`src/rtl/instr_fetch_if.sv`:
```
// instr_fetch_if: fetch-unit bundle; misalign_err only exists with INSTR_FETCH_MISALIGN_CHECK_EN
interface instr_fetch_if;
  logic        stall;
  logic        jump_enable;
  logic [31:0] jump_addr;
  logic        imem_req;
  logic [31:0] imem_addr;
  logic [31:0] imem_rdata;
  logic        imem_ready;
  logic [31:0] instr;
  logic [31:0] pc_out;
  logic        instr_valid;
`ifdef INSTR_FETCH_MISALIGN_CHECK_EN
  logic        misalign_err;
  modport master(input stall, jump_enable, jump_addr, imem_rdata, imem_ready,
                 output imem_req, imem_addr, instr, pc_out, instr_valid, misalign_err);
  modport slave(output stall, jump_enable, jump_addr, imem_rdata, imem_ready,
                input imem_req, imem_addr, instr, pc_out, instr_valid, misalign_err);
`else
  modport master(input stall, jump_enable, jump_addr, imem_rdata, imem_ready,
                 output imem_req, imem_addr, instr, pc_out, instr_valid);
  modport slave(output stall, jump_enable, jump_addr, imem_rdata, imem_ready,
                input imem_req, imem_addr, instr, pc_out, instr_valid);
`endif
endinterface

```
`src/rtl/instr_fetch.sv`:
```
// instr_fetch: pc sequencer with 1-entry skid; INSTR_FETCH_MISALIGN_CHECK_EN adds misaligned-jump rejection
module instr_fetch #(
  parameter logic [31:0] RESET_PC  = 32'h00000000,
  parameter logic [31:0] NOP_INSTR = 32'h00000013
) (
  input logic clk,
  input logic rst,
  instr_fetch_if.master bus
);
  typedef enum logic [1:0] {IDLE, REQ, DROP, HOLD} state_t;
  state_t      state;
  logic [31:0] pc, skid_data, skid_pc;
  logic        skid_valid;
  logic        jmp, free;
  logic [31:0] target;
  assign target = bus.jump_addr & ~32'h3;
  assign free = !bus.instr_valid || !bus.stall;
  assign bus.imem_req = state == REQ || state == DROP;
  assign bus.imem_addr = pc;
`ifdef INSTR_FETCH_MISALIGN_CHECK_EN
  logic bad_jump;
  assign bad_jump = bus.jump_enable && |bus.jump_addr[1:0];
  assign jmp = bus.jump_enable && !bad_jump;
  always_ff @(posedge clk or posedge rst)
    if (rst) bus.misalign_err <= 1'b0;
    else bus.misalign_err <= bad_jump;
`else
  assign jmp = bus.jump_enable;
`endif
  always_ff @(posedge clk or posedge rst) begin
    if (rst) begin
      state           <= IDLE;
      pc              <= RESET_PC;
      skid_valid      <= 1'b0;
      skid_data       <= 32'h0;
      skid_pc         <= 32'h0;
      bus.instr       <= NOP_INSTR;
      bus.pc_out      <= 32'h0;
      bus.instr_valid <= 1'b0;
    end else if (jmp) begin
      pc              <= target;
      bus.instr_valid <= 1'b0;
      bus.instr       <= NOP_INSTR;
      skid_valid      <= 1'b0;
      state           <= state == REQ ? (bus.imem_ready ? IDLE : DROP) : state == DROP ? DROP : IDLE;
    end else begin
      if (bus.instr_valid && !bus.stall) begin
        bus.instr_valid <= 1'b0;
        bus.instr       <= NOP_INSTR;
      end
      case (state)
        IDLE: if (free) state <= REQ;
        REQ: if (bus.imem_ready) begin
          pc <= pc + 32'd4;
          if (free) begin
            bus.instr       <= bus.imem_rdata;
            bus.pc_out      <= pc;
            bus.instr_valid <= 1'b1;
          end else begin
            skid_data  <= bus.imem_rdata;
            skid_pc    <= pc;
            skid_valid <= 1'b1;
            state      <= HOLD;
          end
        end
        DROP: if (bus.imem_ready) state <= REQ;
        HOLD: if (!bus.stall) begin
          bus.instr       <= skid_data;
          bus.pc_out      <= skid_pc;
          bus.instr_valid <= 1'b1;
          skid_valid      <= 1'b0;
          state           <= REQ;
        end
        default: state <= IDLE;
      endcase
    end
  end
endmodule
```
`src/flat_wrapper.sv`:
```
// flat-port wrapper written by rule: the top's interface ports become plain ports
module instr_fetch_flat 
#(
  parameter logic [31:0] RESET_PC  = 32'h00000000,
  parameter logic [31:0] NOP_INSTR = 32'h00000013
)
  (clk, rst, bus_stall, bus_jump_enable, bus_jump_addr, bus_imem_rdata, bus_imem_ready, bus_imem_req, bus_imem_addr, bus_instr, bus_pc_out, bus_instr_valid);
  instr_fetch_if bus_i ();
  input logic clk;
  input logic rst;
  input wire logic [$bits(bus_i.stall)-1:0] bus_stall;
  input wire logic [$bits(bus_i.jump_enable)-1:0] bus_jump_enable;
  input wire logic [$bits(bus_i.jump_addr)-1:0] bus_jump_addr;
  input wire logic [$bits(bus_i.imem_rdata)-1:0] bus_imem_rdata;
  input wire logic [$bits(bus_i.imem_ready)-1:0] bus_imem_ready;
  output wire logic [$bits(bus_i.imem_req)-1:0] bus_imem_req;
  output wire logic [$bits(bus_i.imem_addr)-1:0] bus_imem_addr;
  output wire logic [$bits(bus_i.instr)-1:0] bus_instr;
  output wire logic [$bits(bus_i.pc_out)-1:0] bus_pc_out;
  output wire logic [$bits(bus_i.instr_valid)-1:0] bus_instr_valid;
  assign bus_i.stall = bus_stall;
  assign bus_i.jump_enable = bus_jump_enable;
  assign bus_i.jump_addr = bus_jump_addr;
  assign bus_i.imem_rdata = bus_imem_rdata;
  assign bus_i.imem_ready = bus_imem_ready;
  assign bus_imem_req = bus_i.imem_req;
  assign bus_imem_addr = bus_i.imem_addr;
  assign bus_instr = bus_i.instr;
  assign bus_pc_out = bus_i.pc_out;
  assign bus_instr_valid = bus_i.instr_valid;
  instr_fetch #(.RESET_PC(RESET_PC), .NOP_INSTR(NOP_INSTR)) u_core (.clk(clk), .rst(rst), .bus(bus_i));
endmodule
```
`config.mk`:
```
export PLATFORM = sky130hd
export DESIGN_NAME = instr_fetch_flat
export DESIGN_NICKNAME = d
export VERILOG_FILES = /design/src/rtl/instr_fetch_if.sv /design/src/rtl/instr_fetch.sv /design/src/flat_wrapper.sv
export SDC_FILE = /design/constraint.sdc
export NUM_CORES = 1
export LEC_CHECK = 0
export BUFFER_PORTS_ARGS = -buffer_cell sky130_fd_sc_hd__buf_2
export CAP_MARGIN = 25
export CELL_PAD_IN_SITES_DETAIL_PLACEMENT = 0
export CELL_PAD_IN_SITES_GLOBAL_PLACEMENT = 1
export CORE_ASPECT_RATIO = 0.6
export CORE_UTILIZATION = 46
export DETAILED_ROUTE_END_ITERATION = 10
export GPL_TIMING_DRIVEN = 0
export MAX_ROUTING_LAYER = met4
export PLACE_DENSITY_LB_ADDON = 0.1
export SLEW_MARGIN = 20
export SYNTH_ARGS = -nofsm -noshare
export SYNTH_HDL_FRONTEND = slang
export SYNTH_SLANG_ARGS = --single-unit
```
`constraint.sdc`:
```
create_clock -name clk -period 9.5 [get_ports clk]
set_input_delay 0.95 -clock clk [delete_from_list [all_inputs] [get_ports clk]]
set_output_delay 0.95 -clock clk [all_outputs]
set_load 0.01 [all_outputs]
```
After elaboration in Yosys (flattened, before gate mapping)
Index checks and enable logic that the tools add are counted.
Word-level totals
  RAM bits: 0
  memories: 0
  bits in read-only memories: 0
  bits of input ports: 69
  latch bits: 0
  register bits: 163
Cells by class
  divide/modulo/power cells: 0
  multiplexer cells: 29
  add/sub/neg operators: 1
  bitwise gates (word level): 2
  shift operators: 0
  eq/ne operators: 11
  $mul: 0
  magnitude comparators: 0
  reductions and logical operators: 13
Operators with widths (number)
  32-bit two-way mux: 11
  32-bit one-hot mux with 2 select lines: 2
  32-bit by 3-bit adder with 32-bit output (second input constant): 1
  2-bit two-way mux: 9
  3-bit inequality test (second input constant): 4
  5-bit AND reduction: 2
  2-bit one-hot mux with 4 select lines: 1
  2-bit nonzero test: 3
  1-bit two-way mux: 5
  2-bit equality test (second input constant): 2
  2-bit inequality test (second input constant): 2
  4-bit AND reduction: 1
  3-bit by 2-bit inequality test with 1-bit output (second input constant): 1
  2-bit by 1-bit equality test with 1-bit output (second input constant): 1
  1-bit logical NOT: 2
  2-bit logical NOT: 1
  1-bit logical OR: 2
  2-bit by 1-bit inequality test with 1-bit output (second input constant): 1
  1-bit NOT: 2
  1-bit one-hot mux with 2 select lines: 1
  2-bit AND reduction: 1
  1-bit logical AND: 1

Depth between registers and ports, before layout
  depth after elaboration: 7
  mapped depth: 10
  gate-level depth less buffers: 7

Worst setup path after synthesis
No wires, ideal clock.
  kind: input to register
  from: in bus_jump_enable
  to: reg u_core.skid_data[10]
  arrival: 2.059 ns
  stages: 4
  path slack: 7.316 ns
  data required time: 9.375 ns
  path buffers: 2
  path through: clkbuf_1 nor3_2 buf_2 mux2_2
Between the ends
  cells in the longest elaborated chain, start to end: 2
RTL lines
  start, declared: line flat_wrapper.sv:12  | input wire logic [$bits(bus_i.jump_enable)-1:0] bus_jump_enable;
  1-bit NOT (no line)
  4-bit AND reduction (no line)
  end signal, assigned: line instr_fetch.sv:60  | skid_data <= bus.imem_rdata;
  end, declared: line instr_fetch.sv:12  | logic [31:0] pc, skid_data, skid_pc;
No other way between the ends.
A chain may end at the register's enable or synchronous reset.

Worst setup path in the final report
  from: reg u_core.state[1]
  to: reg u_core.skid_data[17]
Between the ends
  cells in the longest elaborated chain, start to end: 2
RTL lines
  start, declared: line instr_fetch.sv:11  | state_t state;
  start signal, assigned: line instr_fetch.sv:45  | state <= state == REQ ? (bus.imem_ready ? IDLE : DROP) : state == DROP ? DROP : IDLE;
  2-bit by 1-bit equality test with 1-bit output: line instr_fetch.sv:51  | case (state)
  4-bit AND reduction (no line)
No other way between the ends.

==> run metrics <==
Clock Sinks 157; final non-filler cell total 969; Tot Pwr 2154 µW; number of global-route vias before repair 5349; post-synthesis cell type count 41; clk_skew 12.35 ps; Req. time, crit path 9790 ps; crit path capture type flip-flop; CTS tree done; Setup TNS 0 ps; Hold Crit Class flip-flop to flip-flop; Post-DP HPWL 12.97 mm; Hold Fails Final Rpt 0; drt via density 5.509; Synth area leaders dfrtp_1 (54%), mux2_2 (18%), a222oi_1 (4.2%), nand2_1 (2.4%), nor2_1 (1.9%); Area Growth Syn to Fin 23.23%; Final Cycle Share 25.59%; DRT antenna net count 0; port bufs 159; Avg WL per Cell 18.54 µm; # H-tree levels 4; critical path class flip-flop to flip-flop; Worst VDD drop 0.1257 mV; area leader, netlist dfrtp_1; Reg clk slew, reported paths 70 ps; sequential area share after synthesis 55.18%; max_cap viols 0; initial antenna violation count 0; post-layout minimum cycle time 2431 ps; hold_buf cts 0; layout cells sized above 1 43.58%; CTS resizes 0; Rows 34; Routed WL 17.97 mm; Core ar. 0.01480 mm²; Synthesis Warnings 0; status finished, final reports clean; Antenna diodes 0; Placed Cells 937; num ports 167; Final Setup Violations 0; Filler cells 1249; #FFs+latches synth 157; Post-Syn Area 0.007127 mm²; placed cell areas 0.008217 mm²; initial drt markers 443; RSZ-0062 raised after global routing false; Initial Utilization 48.14%; total track usage 23.81%; RD Place Congestion 0.7952; first-pass GRT wire length 28.64 mm; slew margin rel. 55.24%; # DRC 0; worst slew pin tran 671.3 ps; Slew Viols, Final 0; Yosys top cell area share 54.07%; # Post-CTS Setup Buffers 0; number of nets in the layout 832; Arr. time, crit path 2730 ps; Pwr per Cell Area 245.2 mW/mm²; total CTS buffers 17; leakage 0.004263 µW; Die Area 0.01601 mm²; Die X 162.7 µm; Highest Clock Rate 411.4 MHz; Clock Root Buffer clkbuf_16; DRT Pass-1 Iters 6; crit-path max FO 10; Worst-Skew Late Latency 420 ps; largest net degree at the start of global routing 98; Vias 5338; Longest Clk Path Bufs 2; cell area after layout 0.008782 mm²; syn_area_per_cell 12.37 µm²; Die Height 98.42 µm; grt ovf 0; Worst setup SP type flip-flop; Gate Count Post-Synth 576
==> stage by stage <==
stage	setup slack (ps)	utilization, %	hold slack [ps]
after global routing	6915	59.32	508.2
after detailed placement	6746	55.50	475.3
final	7069	59.32	488.4
after CTS	7044	59.32	488.6
after floorplan	4320	-	452.2
after global placement	2711	55.27	461.0
==> power by group <==
| part | internal [µW] | switching [µW] | leakage (µW) |
|---|---|---|---|
| registers | 836 | 106 | 0.00205 |
| clock network | 366 | 287 | 0.000273 |
| logic | 272 | 287 | 0.00194 |
==> per-layer routing <==
metal	share of wire, %	GRT usage, %	routed length, µm
met5	0	-	0
met2	44	33.91	7934
met3	6.7	5.219	1205
met1	49	34.75	8741
met4	0.48	5.104	86
==> synthesized netlist by cell type (all sizes together) <==
master	count
nor2	37
and4	5
nand3	17
a21o	1
o21bai	1
a31oi	2
o32ai	1
xnor2	15
nand2	46
o32a	1
dfstp	3
o21a	1
a222oi	30
and2	1
nor3	10
nor4	5
xor2	13
dfrtp	154
a22oi	4
mux2	119
nor2b	3
and3	2
nand4	7
buf	18
mux2i	2
ha	5
nand2b	1
clkbuf	23
inv	11
o21ai	35
a21oi	2
conb	1
==> state kept, by name, indices dropped and copies added (netlist names) <==
| register | count |
|---|---|
| u_core.state | 2 |
| u_core.bus.instr_valid | 1 |
| u_core.skid_data | 32 |
| u_core.bus.instr | 32 |
| u_core.skid_pc | 30 |
| u_core.bus.pc_out | 30 |
| u_core.bus.imem_addr | 30 |
==> final cells by class <==
class                      count  area [µm²]  area share, %
sequential                   157        3933          44.78
multi-input combinational    370        2962          33.72
timing repair buffer         160       823.3          9.375
clock buffer                  18       429.2          4.887
tap                          198       247.7          2.821
buffer                        41       202.7          2.308
clock inverter                14       136.4          1.553
inverter                      11       48.80         0.5556
==> worst max-delay path, stage by stage (launching register included) <==
cell,delay (ps)
dfrtp_1,410
inv_1,100
ha_1,150
buf_4,160
nand2_2,150
nor3_2,560
buf_2,400
mux2_2,380
==> path summary, 6_finish.rpt <==
kind                                               start                                end  slack (ps)  depth (start not counted)
max                          u_core.state[1]$_DFFE_PP0P_   u_core.skid_data[17]$_DFFE_PP0P_        7070                          7
min                        u_core.skid_pc[7]$_DFFE_PP0P_      u_core.skid_pc[7]$_DFFE_PP0P_         490                          1
max reg2reg                  u_core.state[1]$_DFFE_PP0P_   u_core.skid_data[17]$_DFFE_PP0P_        7070                          7
min reg2reg                u_core.skid_pc[7]$_DFFE_PP0P_      u_core.skid_pc[7]$_DFFE_PP0P_         490                          1
max in group asynchronous                            rst  u_core.bus.pc_out[26]$_DFFE_PP0P_        8100                          3
min in group asynchronous                            rst   u_core.bus.pc_out[7]$_DFFE_PP0P_         650                          2
==> kinds of logic after synthesis <==
| family | synth area share [%] |
|---|---|
| adders and majority gates | 0.8778 |
| other | 0.05262 |
| muxes | 19.08 |
| and+or+nand+nor | 9.954 |
| AOI/OAI and AO/OA | 7.988 |
| buffers and inverters | 3.423 |
| DFF | 55.18 |
| xor gates and xnor gates | 3.441 |
==> cell usage in the layout (no fill, tap or decap), types with 4 or more instances in the layout <==
cell       instances
clkbuf_1          24
xnor2_1           15
nand2_1           45
dfrtp_1          154
o21ai_1           11
buf_4              8
conb_1             4
nand3_1           17
clkinv_4           5
nor2_1            37
a222oi_1          30
ha_1               5
xor2_1            13
nand4_1            5
inv_1             10
mux2_1             7
buf_2            168
o21ai_0           24
nor3_1             9
mux2_2           112
clkbuf_16         17
a22oi_1            4
(Power assumes the default switching activity.)
